`config.mk`:
```
export PLATFORM = sky130hd
export DESIGN_NAME = fft_twiddle_mult
export DESIGN_NICKNAME = d
export VERILOG_FILES = /design/src/rtl/fft_twiddle_mult.sv
export SDC_FILE = /design/constraint.sdc
export NUM_CORES = 2
export LEC_CHECK = 0
export CORE_MARGIN = 3
export CORE_UTILIZATION = 57
export DETAILED_ROUTE_END_ITERATION = 7
export MAX_ROUTING_LAYER = met4
export PLACE_DENSITY = 0.74
export SLEW_MARGIN = 10
export SYNTH_ARGS = -nofsm -noshare
export SYNTH_HDL_FRONTEND = slang
export SYNTH_SLANG_ARGS = --single-unit
```
`constraint.sdc`:
```
create_clock -name clk -period 12.69 [get_ports clk]
set_input_delay 2.538 -clock clk [delete_from_list [all_inputs] [get_ports clk]]
set_output_delay 2.538 -clock clk [all_outputs]
set_load 0.005 [all_outputs]
```
`src/rtl/fft_twiddle_mult.sv`:
```
// Radix-2^2 twiddle multiplier: indexes a twiddle ROM by local sample position and
// forms the complex product over a 3-stage pipeline. Define FFT_TW_ROUND_EN for round-half-up.
module fft_twiddle_mult #(
    parameter int DATA_WIDTH = 16,
    parameter int TW_WIDTH   = 16,
    parameter int N_POINTS   = 16,
    parameter int STAGE      = 0
) (
    input  logic                          clk,
    input  logic                          rst,
    input  logic                          en,
    input  logic                          sync,
    input  logic signed [DATA_WIDTH-1:0]  a_re,
    input  logic signed [DATA_WIDTH-1:0]  a_im,
    output logic signed [DATA_WIDTH-1:0]  b_re,
    output logic signed [DATA_WIDTH-1:0]  b_im,
    output logic                          out_valid,
    output logic                          out_sync
);

    localparam int  L      = N_POINTS >> (2 * STAGE);
    localparam int  LW     = $clog2(L);
    localparam int  QW     = L / 4;
    localparam int  PW     = DATA_WIDTH + TW_WIDTH;
    localparam int  SW     = PW + 1;
    localparam int  TW_MAX = (1 << (TW_WIDTH - 1)) - 1;
    localparam int  TW_MIN = -(1 << (TW_WIDTH - 1));
    localparam real PI     = 3.14159265358979323846;

    function automatic int tw_exp(input int n);
        int q;
        int r;
        int m;
        q = n / QW;
        r = n % QW;
        case (q)
            0:       m = 0;
            1:       m = 2;
            2:       m = 1;
            default: m = 3;
        endcase
        return r * m;
    endfunction

    // Round half away from zero, then clamp (+1.0 is not representable)
    function automatic logic signed [TW_WIDTH-1:0] tw_quant(input real v);
        real s;
        int  k;
        s = v * (2.0 ** (TW_WIDTH - 1));
        k = (s >= 0.0) ? $rtoi(s + 0.5) : -$rtoi(0.5 - s);
        if (k > TW_MAX)
            k = TW_MAX;
        else if (k < TW_MIN)
            k = TW_MIN;
        return k[TW_WIDTH-1:0];
    endfunction

    function automatic logic signed [TW_WIDTH-1:0] tw_re(input int n);
        return tw_quant($cos(2.0 * PI * real'(tw_exp(n)) / real'(L)));
    endfunction

    function automatic logic signed [TW_WIDTH-1:0] tw_im(input int n);
        return tw_quant(-$sin(2.0 * PI * real'(tw_exp(n)) / real'(L)));
    endfunction

    function automatic logic signed [SW-1:0] round_shift(input logic signed [SW-1:0] s);
`ifdef FFT_TW_ROUND_EN
        logic signed [SW-1:0] t;
        t = s + {{(SW-TW_WIDTH+1){1'b0}}, 1'b1, {(TW_WIDTH-2){1'b0}}};
        return t >>> (TW_WIDTH - 1);
`else
        return s >>> (TW_WIDTH - 1);
`endif
    endfunction

    function automatic logic signed [DATA_WIDTH-1:0] saturate(input logic signed [SW-1:0] v);
        if (v[SW-1:DATA_WIDTH-1] == {(SW-DATA_WIDTH+1){v[SW-1]}})
            return v[DATA_WIDTH-1:0];
        else if (v[SW-1])
            return {1'b1, {(DATA_WIDTH-1){1'b0}}};
        else
            return {1'b0, {(DATA_WIDTH-1){1'b1}}};
    endfunction

    // ROM indexed directly by local position n; entry holds W^(r*m)
    logic signed [TW_WIDTH-1:0] rom_re [L];
    logic signed [TW_WIDTH-1:0] rom_im [L];

    for (genvar i = 0; i < L; i++) begin : g_rom
        assign rom_re[i] = tw_re(i);
        assign rom_im[i] = tw_im(i);
    end

    logic [LW-1:0] cnt;
    logic [LW-1:0] idx;
    logic          bypass;

    assign idx    = sync ? '0 : cnt;
    assign bypass = (idx[LW-1:LW-2] == 2'b00) || (idx[LW-3:0] == '0);

    always_ff @(posedge clk or negedge rst) begin
        if (!rst)
            cnt <= '0;
        else if (en)
            cnt <= idx + 1'b1;
    end

    // Stage 1: input register and ROM read
    logic signed [DATA_WIDTH-1:0] a_re_p0, a_im_p0;
    logic signed [TW_WIDTH-1:0]   w_re_p0, w_im_p0;
    logic                         byp_p0, vld_p0, sync_p0;

    always_ff @(posedge clk or negedge rst) begin
        if (!rst) begin
            a_re_p0 <= '0;
            a_im_p0 <= '0;
            w_re_p0 <= '0;
            w_im_p0 <= '0;
            byp_p0  <= 1'b0;
            vld_p0  <= 1'b0;
            sync_p0 <= 1'b0;
        end else begin
            a_re_p0 <= a_re;
            a_im_p0 <= a_im;
            w_re_p0 <= rom_re[idx];
            w_im_p0 <= rom_im[idx];
            byp_p0  <= bypass;
            vld_p0  <= en;
            sync_p0 <= en & sync;
        end
    end

    // Stage 2: full-precision partial products
    logic signed [PW-1:0]         p_rr_p1, p_ii_p1, p_ri_p1, p_ir_p1;
    logic signed [DATA_WIDTH-1:0] a_re_p1, a_im_p1;
    logic                         byp_p1, vld_p1, sync_p1;

    always_ff @(posedge clk or negedge rst) begin
        if (!rst) begin
            p_rr_p1 <= '0;
            p_ii_p1 <= '0;
            p_ri_p1 <= '0;
            p_ir_p1 <= '0;
            a_re_p1 <= '0;
            a_im_p1 <= '0;
            byp_p1  <= 1'b0;
            vld_p1  <= 1'b0;
            sync_p1 <= 1'b0;
        end else begin
            p_rr_p1 <= PW'(a_re_p0) * PW'(w_re_p0);
            p_ii_p1 <= PW'(a_im_p0) * PW'(w_im_p0);
            p_ri_p1 <= PW'(a_re_p0) * PW'(w_im_p0);
            p_ir_p1 <= PW'(a_im_p0) * PW'(w_re_p0);
            a_re_p1 <= a_re_p0;
            a_im_p1 <= a_im_p0;
            byp_p1  <= byp_p0;
            vld_p1  <= vld_p0;
            sync_p1 <= sync_p0;
        end
    end

    // Stage 3: sum, round, saturate; e=0 bypasses the arithmetic for an exact copy
    logic signed [SW-1:0]         sum_re, sum_im;
    logic signed [DATA_WIDTH-1:0] res_re, res_im;

    assign sum_re = SW'(p_rr_p1) - SW'(p_ii_p1);
    assign sum_im = SW'(p_ri_p1) + SW'(p_ir_p1);
    assign res_re = saturate(round_shift(sum_re));
    assign res_im = saturate(round_shift(sum_im));

    always_ff @(posedge clk or negedge rst) begin
        if (!rst) begin
            b_re      <= '0;
            b_im      <= '0;
            out_valid <= 1'b0;
            out_sync  <= 1'b0;
        end else begin
            out_valid <= vld_p1;
            out_sync  <= vld_p1 & sync_p1;
            if (vld_p1) begin
                b_re <= byp_p1 ? a_re_p1 : res_re;
                b_im <= byp_p1 ? a_im_p1 : res_im;
            end
        end
    end

endmodule

```
==> flow_results.xml <==
<?xml version="1.0" encoding="UTF-8"?>
<metrics>
  <group name="run_status">
    <metric name="outcome" unit="">finished clean</metric>
  </group>
  <group name="sta">
    <metric name="finalCritPeriodShare" unit="%">59.5</metric>
    <metric name="hold_violations" unit="">0</metric>
    <metric name="relSlewSlack" unit="%">23.1</metric>
    <metric name="final_sum_of_negative_setup_slack" unit="ns">0</metric>
    <metric name="grt_setup_unrepaired" unit="">false</metric>
    <metric name="final_critical_path_setup_slack" unit="ns">5.14</metric>
    <metric name="finClkSkew" unit="ns">0.0391</metric>
    <metric name="report.final.slew_viol_count" unit="">0</metric>
    <metric name="final_period_minus_worst_setup_slack" unit="ns">7.55</metric>
    <metric name="max_slew.worst_pin.slew" unit="ns">1.14</metric>
    <metric name="setup_viol" unit="">0</metric>
    <metric name="clock.fmax" unit="GHz">0.133</metric>
  </group>
  <group name="finish">
    <metric name="multiInputGateArea" unit="sq um">34400</metric>
    <metric name="syn2layout_area_growth" unit="%">6.40</metric>
    <metric name="final.fill_count" unit="">6371</metric>
    <metric name="nets" unit="">6173</metric>
    <metric name="post-route-cell-area" unit="sq um">49000</metric>
    <metric name="drive_gt1_share" unit="%">2.93</metric>
    <metric name="n_antenna_cell" unit="">0</metric>
    <metric name="area.sequential" unit="sq um">6360</metric>
  </group>
  <group name="placement">
    <metric name="post-place-ws" unit="ns">4.99</metric>
    <metric name="gp_congestion" unit="">0.910</metric>
    <metric name="dpl-instance-area" unit="sq um">47900</metric>
    <metric name="dpl.hpwl" unit="um">83000</metric>
    <metric name="place.port_buffers" unit="">69</metric>
  </group>
  <group name="flow_run">
    <metric name="maxCapViolations" unit="">0</metric>
  </group>
  <group name="route">
    <metric name="detail_route.wl_per_cell" unit="um">18.0</metric>
    <metric name="drt-initial-drc-count" unit="">2217</metric>
    <metric name="drt-vias-per-instance" unit="">5.42</metric>
    <metric name="drt_first_pass_iters" unit="">6</metric>
    <metric name="antenna_violating_nets_post_route" unit="">0</metric>
    <metric name="routed-via-count" unit="">31600</metric>
    <metric name="route.detailed.drc" unit="">0</metric>
    <metric name="finalWirelength" unit="um">105000</metric>
  </group>
  <group name="cts">
    <metric name="clock_path_buffers" unit="">3</metric>
    <metric name="clock_sinks" unit="">254</metric>
    <metric name="cts_max_level" unit="">1</metric>
    <metric name="clk-insertion-delay-late" unit="ns">0.62</metric>
    <metric name="numCtsBuffers" unit="">31</metric>
    <metric name="cts.root.buffer_cell" unit="">sky130_fd_sc_hd__clkbuf_16</metric>
    <metric name="post_cts_hold_buffer_count" unit="">0</metric>
    <metric name="cts_tree" unit="">done</metric>
    <metric name="clock_slew_seen_by_the_registers_of_the_worst_setup_and_hold_paths" unit="ns">0.06</metric>
    <metric name="cts-resized-gates" unit="">0</metric>
    <metric name="cts.repair_timing.setup_buffer_count" unit="">0</metric>
  </group>
  <group name="hold_path">
    <metric name="holdCritPathClass" unit="">flop to flop</metric>
    <metric name="worst_hold_path.num_cells" unit="">0</metric>
  </group>
  <group name="yosys">
    <metric name="synthesis.nets" unit="">6168</metric>
    <metric name="synth_edf_count" unit="">0</metric>
    <metric name="ys_async_sr_fraction" unit="%">100</metric>
    <metric name="synth_seq_area_share" unit="%">13.8</metric>
    <metric name="yosys_warnings" unit="">0</metric>
    <metric name="post_synth_inst_count" unit="">4745</metric>
    <metric name="ys_ff_latch" unit="">254</metric>
    <metric name="synthesis.area" unit="sq um">46100</metric>
    <metric name="syn_area_per_cell" unit="sq um">9.71</metric>
    <metric name="ys.flop_type" unit="">sky130_fd_sc_hd__dfrtp_1</metric>
    <metric name="synth.distinct_cells" unit="">72</metric>
  </group>
  <group name="grt">
    <metric name="grt_pass1_vias" unit="">33800</metric>
    <metric name="gr-usage-all-layers" unit="%">27.3</metric>
    <metric name="overflow_left_after_global_routing" unit="">0</metric>
    <metric name="antenna_found_initial" unit="">0</metric>
    <metric name="grt_first_pass_wirelength" unit="um">178000</metric>
    <metric name="maximum_number_of_pins_on_one_net_before_global_route_repair" unit="">95</metric>
  </group>
  <group name="critical_path">
    <metric name="cpLargestDelayFamily" unit="">adder cells</metric>
    <metric name="crit_chain" unit="">buf_4 -&gt; nand2_1 -&gt; fa_1 -&gt; fa_1 -&gt; inv_1 -&gt; fa_1 -&gt; inv_1 -&gt; fa_1 -&gt; inv_1 -&gt; fa_1 -&gt; inv_1 -&gt; fa_1 -&gt; inv_1 -&gt; ha_1 -&gt; o21ai_0 -&gt; a21boi_0 -&gt; nand3_1 -&gt; o311ai_0 -&gt; o311ai_0 -&gt; a31oi_1 -&gt; o21a_1 -&gt; nor2_1 -&gt; xnor2_1</metric>
    <metric name="critPathMostFrequentCell" unit="">sky130_fd_sc_hd__fa_1</metric>
    <metric name="cp_max_delay_cell" unit="">sky130_fd_sc_hd__o311ai_0</metric>
    <metric name="worst-r2r-cell-count" unit="">23</metric>
    <metric name="buffering_stage_count_on_the_worst_path_with_inverters_included" unit="">6</metric>
    <metric name="cp_data_arrival_time" unit="ns">8.03</metric>
    <metric name="crit_type" unit="">flop to flop</metric>
    <metric name="critPathMaxStageDelay" unit="ns">1.00</metric>
    <metric name="crit_required" unit="ns">13.17</metric>
    <metric name="start_kind" unit="">flop</metric>
    <metric name="cp.depth" unit="">23</metric>
    <metric name="critPathCaptureType" unit="">flop</metric>
    <metric name="crit_fanout" unit="">14</metric>
  </group>
  <group name="die">
    <metric name="ioPinCount" unit="">70</metric>
    <metric name="design.die.area" unit="sq um">84300</metric>
    <metric name="core" unit="sq um">79500</metric>
    <metric name="row_count" unit="">103</metric>
    <metric name="die_width" unit="um">290</metric>
    <metric name="initial_utilization" unit="%">58.0</metric>
    <metric name="chipHeight" unit="um">290</metric>
  </group>
</metrics>
Yosys cell counts (all sizes together) (5+ instances only):
library cell,number,area share (%)
fa,982,43
nand4,16,0.22
o21ai,107,1.2
nand3,21,0.23
xnor2,125,2.4
o211ai,15,0.24
a221oi,6,0.15
clkbuf,151,1.2
o21bai,34,0.55
nor3,16,0.18
inv,1265,10
and3,9,0.12
a31oi,13,0.18
a21o,54,0.88
o22ai,15,0.22
and4,5,0.095
a211oi,23,0.37
nor2b,24,0.33
and2,209,2.8
dfrtp,254,14
o21a,16,0.26
o31ai,10,0.17
nand2,506,4.1
nand2b,78,1.1
a21boi,7,0.11
a21oi,139,1.5
buf,6,0.079
a2111oi,9,0.20
or3,12,0.17
xor2,42,0.80
mux2,5,0.12
nor2,75,0.61
or2,9,0.12
nand3b,33,0.54
ha,405,11
layer usage:
layer,global-route usage [%],share of wire (%),up-vias
li1,-,-,14200
met1,37.9,42,16000
met2,41.0,45,1217
met3,6.24,9.2,159
met4,7.14,3.2,0
met5,-,0,-
registers in the layout, summed over array words and instances (netlist names):
| signal | count |
|---|---|
| a_re_p0 | 16 |
| b_re | 16 |
| w_re_p0 | 11 |
| w_im_p0 | 11 |
| p_rr_p1 | 31 |
| vld_p0 | 1 |
| sync_p1 | 1 |
| sync_p0 | 1 |
| byp_p1 | 1 |
| a_im_p0 | 16 |
| p_ii_p1 | 31 |
| a_im_p1 | 16 |
| vld_p1 | 1 |
| out_valid | 1 |
| p_ri_p1 | 31 |
| out_sync | 1 |
| a_re_p1 | 16 |
| p_ir_p1 | 31 |
| byp_p0 | 1 |
| b_im | 16 |
| cnt | 4 |
worst register-to-register path, delay by kind of cell (launching register included):
family	cells	cell delay (ns)
AOI/OAI and AO/OA	6	2.40
xor gates and xnor gates	1	0.12
adders and majority gates	7	3.25
buffers and inverters	6	0.59
DFF	1	0.61
and+or+nand+nor	3	0.44
placed cells by master, fill, tap and decap left out, drive strengths merged, types with 21 or more instances in the layout:
cell | Yosys | final
inv | 1265 | 1268
fa | 982 | 982
nand2 | 506 | 506
ha | 405 | 405
dfrtp | 254 | 254
and2 | 209 | 209
a21oi | 139 | 139
xnor2 | 125 | 125
o21ai | 107 | 107
nand2b | 78 | 78
nor2 | 75 | 75
clkdlybuf4s50 | 0 | 68
buf | 6 | 61
a21o | 54 | 54
xor2 | 42 | 42
clkbuf | 151 | 41
o21bai | 34 | 34
nand3b | 33 | 33
nor2b | 24 | 24
a211oi | 23 | 23
nand3 | 21 | 21
final timing paths:
| kind | from | to | slack, ns |
|---|---|---|---|
| min in group asynchronous | rst | a_im_p0[13]$_DFF_PN0_ | 1.96 |
| hold / removal | vld_p0$_DFF_PN0_ | vld_p1$_DFF_PN0_ | 0.35 |
| hold reg to reg | vld_p0$_DFF_PN0_ | vld_p1$_DFF_PN0_ | 0.35 |
| max in group asynchronous | rst | p_rr_p1[8]$_DFF_PN0_ | 8.88 |
| setup reg to reg | a_re_p0[7]$_DFF_PN0_ | p_ri_p1[30]$_DFF_PN0_ | 5.14 |
| setup / recovery | a_re_p0[7]$_DFF_PN0_ | p_ri_p1[30]$_DFF_PN0_ | 5.14 |
cell type report:
| class | instances | share of cell area, % |
|---|---|---|
| sequential | 254 | 13.0 |
| tap | 1050 | 2.68 |
| clock inverter | 15 | 0.487 |
| inverter | 1265 | 9.68 |
| timing repair buffer | 129 | 2.34 |
| multi-input combinational | 3069 | 70.1 |
| clock buffer | 41 | 1.74 |
per-stage QoR:
stage / hold WS [ns] / utilization, % / cells
finish: 0.349 / 61.7 / 5823
global route: 0.364 / 61.7 / 5823
CTS: 0.351 / 61.7 / 5823
detailed placement: 0.337 / 60.3 / 5767
global placement: 0.334 / 60.3 / 5767
floorplan: 0.331 / - / 4745
cell families (layout without fill, tap and decap cells):
logic type	after synthesis	count (layout)	share of synthesized area (%)
AO/OA/AOI/OAI	487	487	6.83
multiplexers	8	8	0.187
AND/OR/NAND/NOR	1020	1020	10.8
adder cells (fa/ha/maj)	1387	1387	53.7
XOR/XNOR	167	167	3.17
buffers and inverters	1422	1450	11.6
flip-flops	254	254	13.8
Power is left out: the tool's default activity adds up to more than one toggle a clock period on the data nets, which glitch-free logic cannot reach.
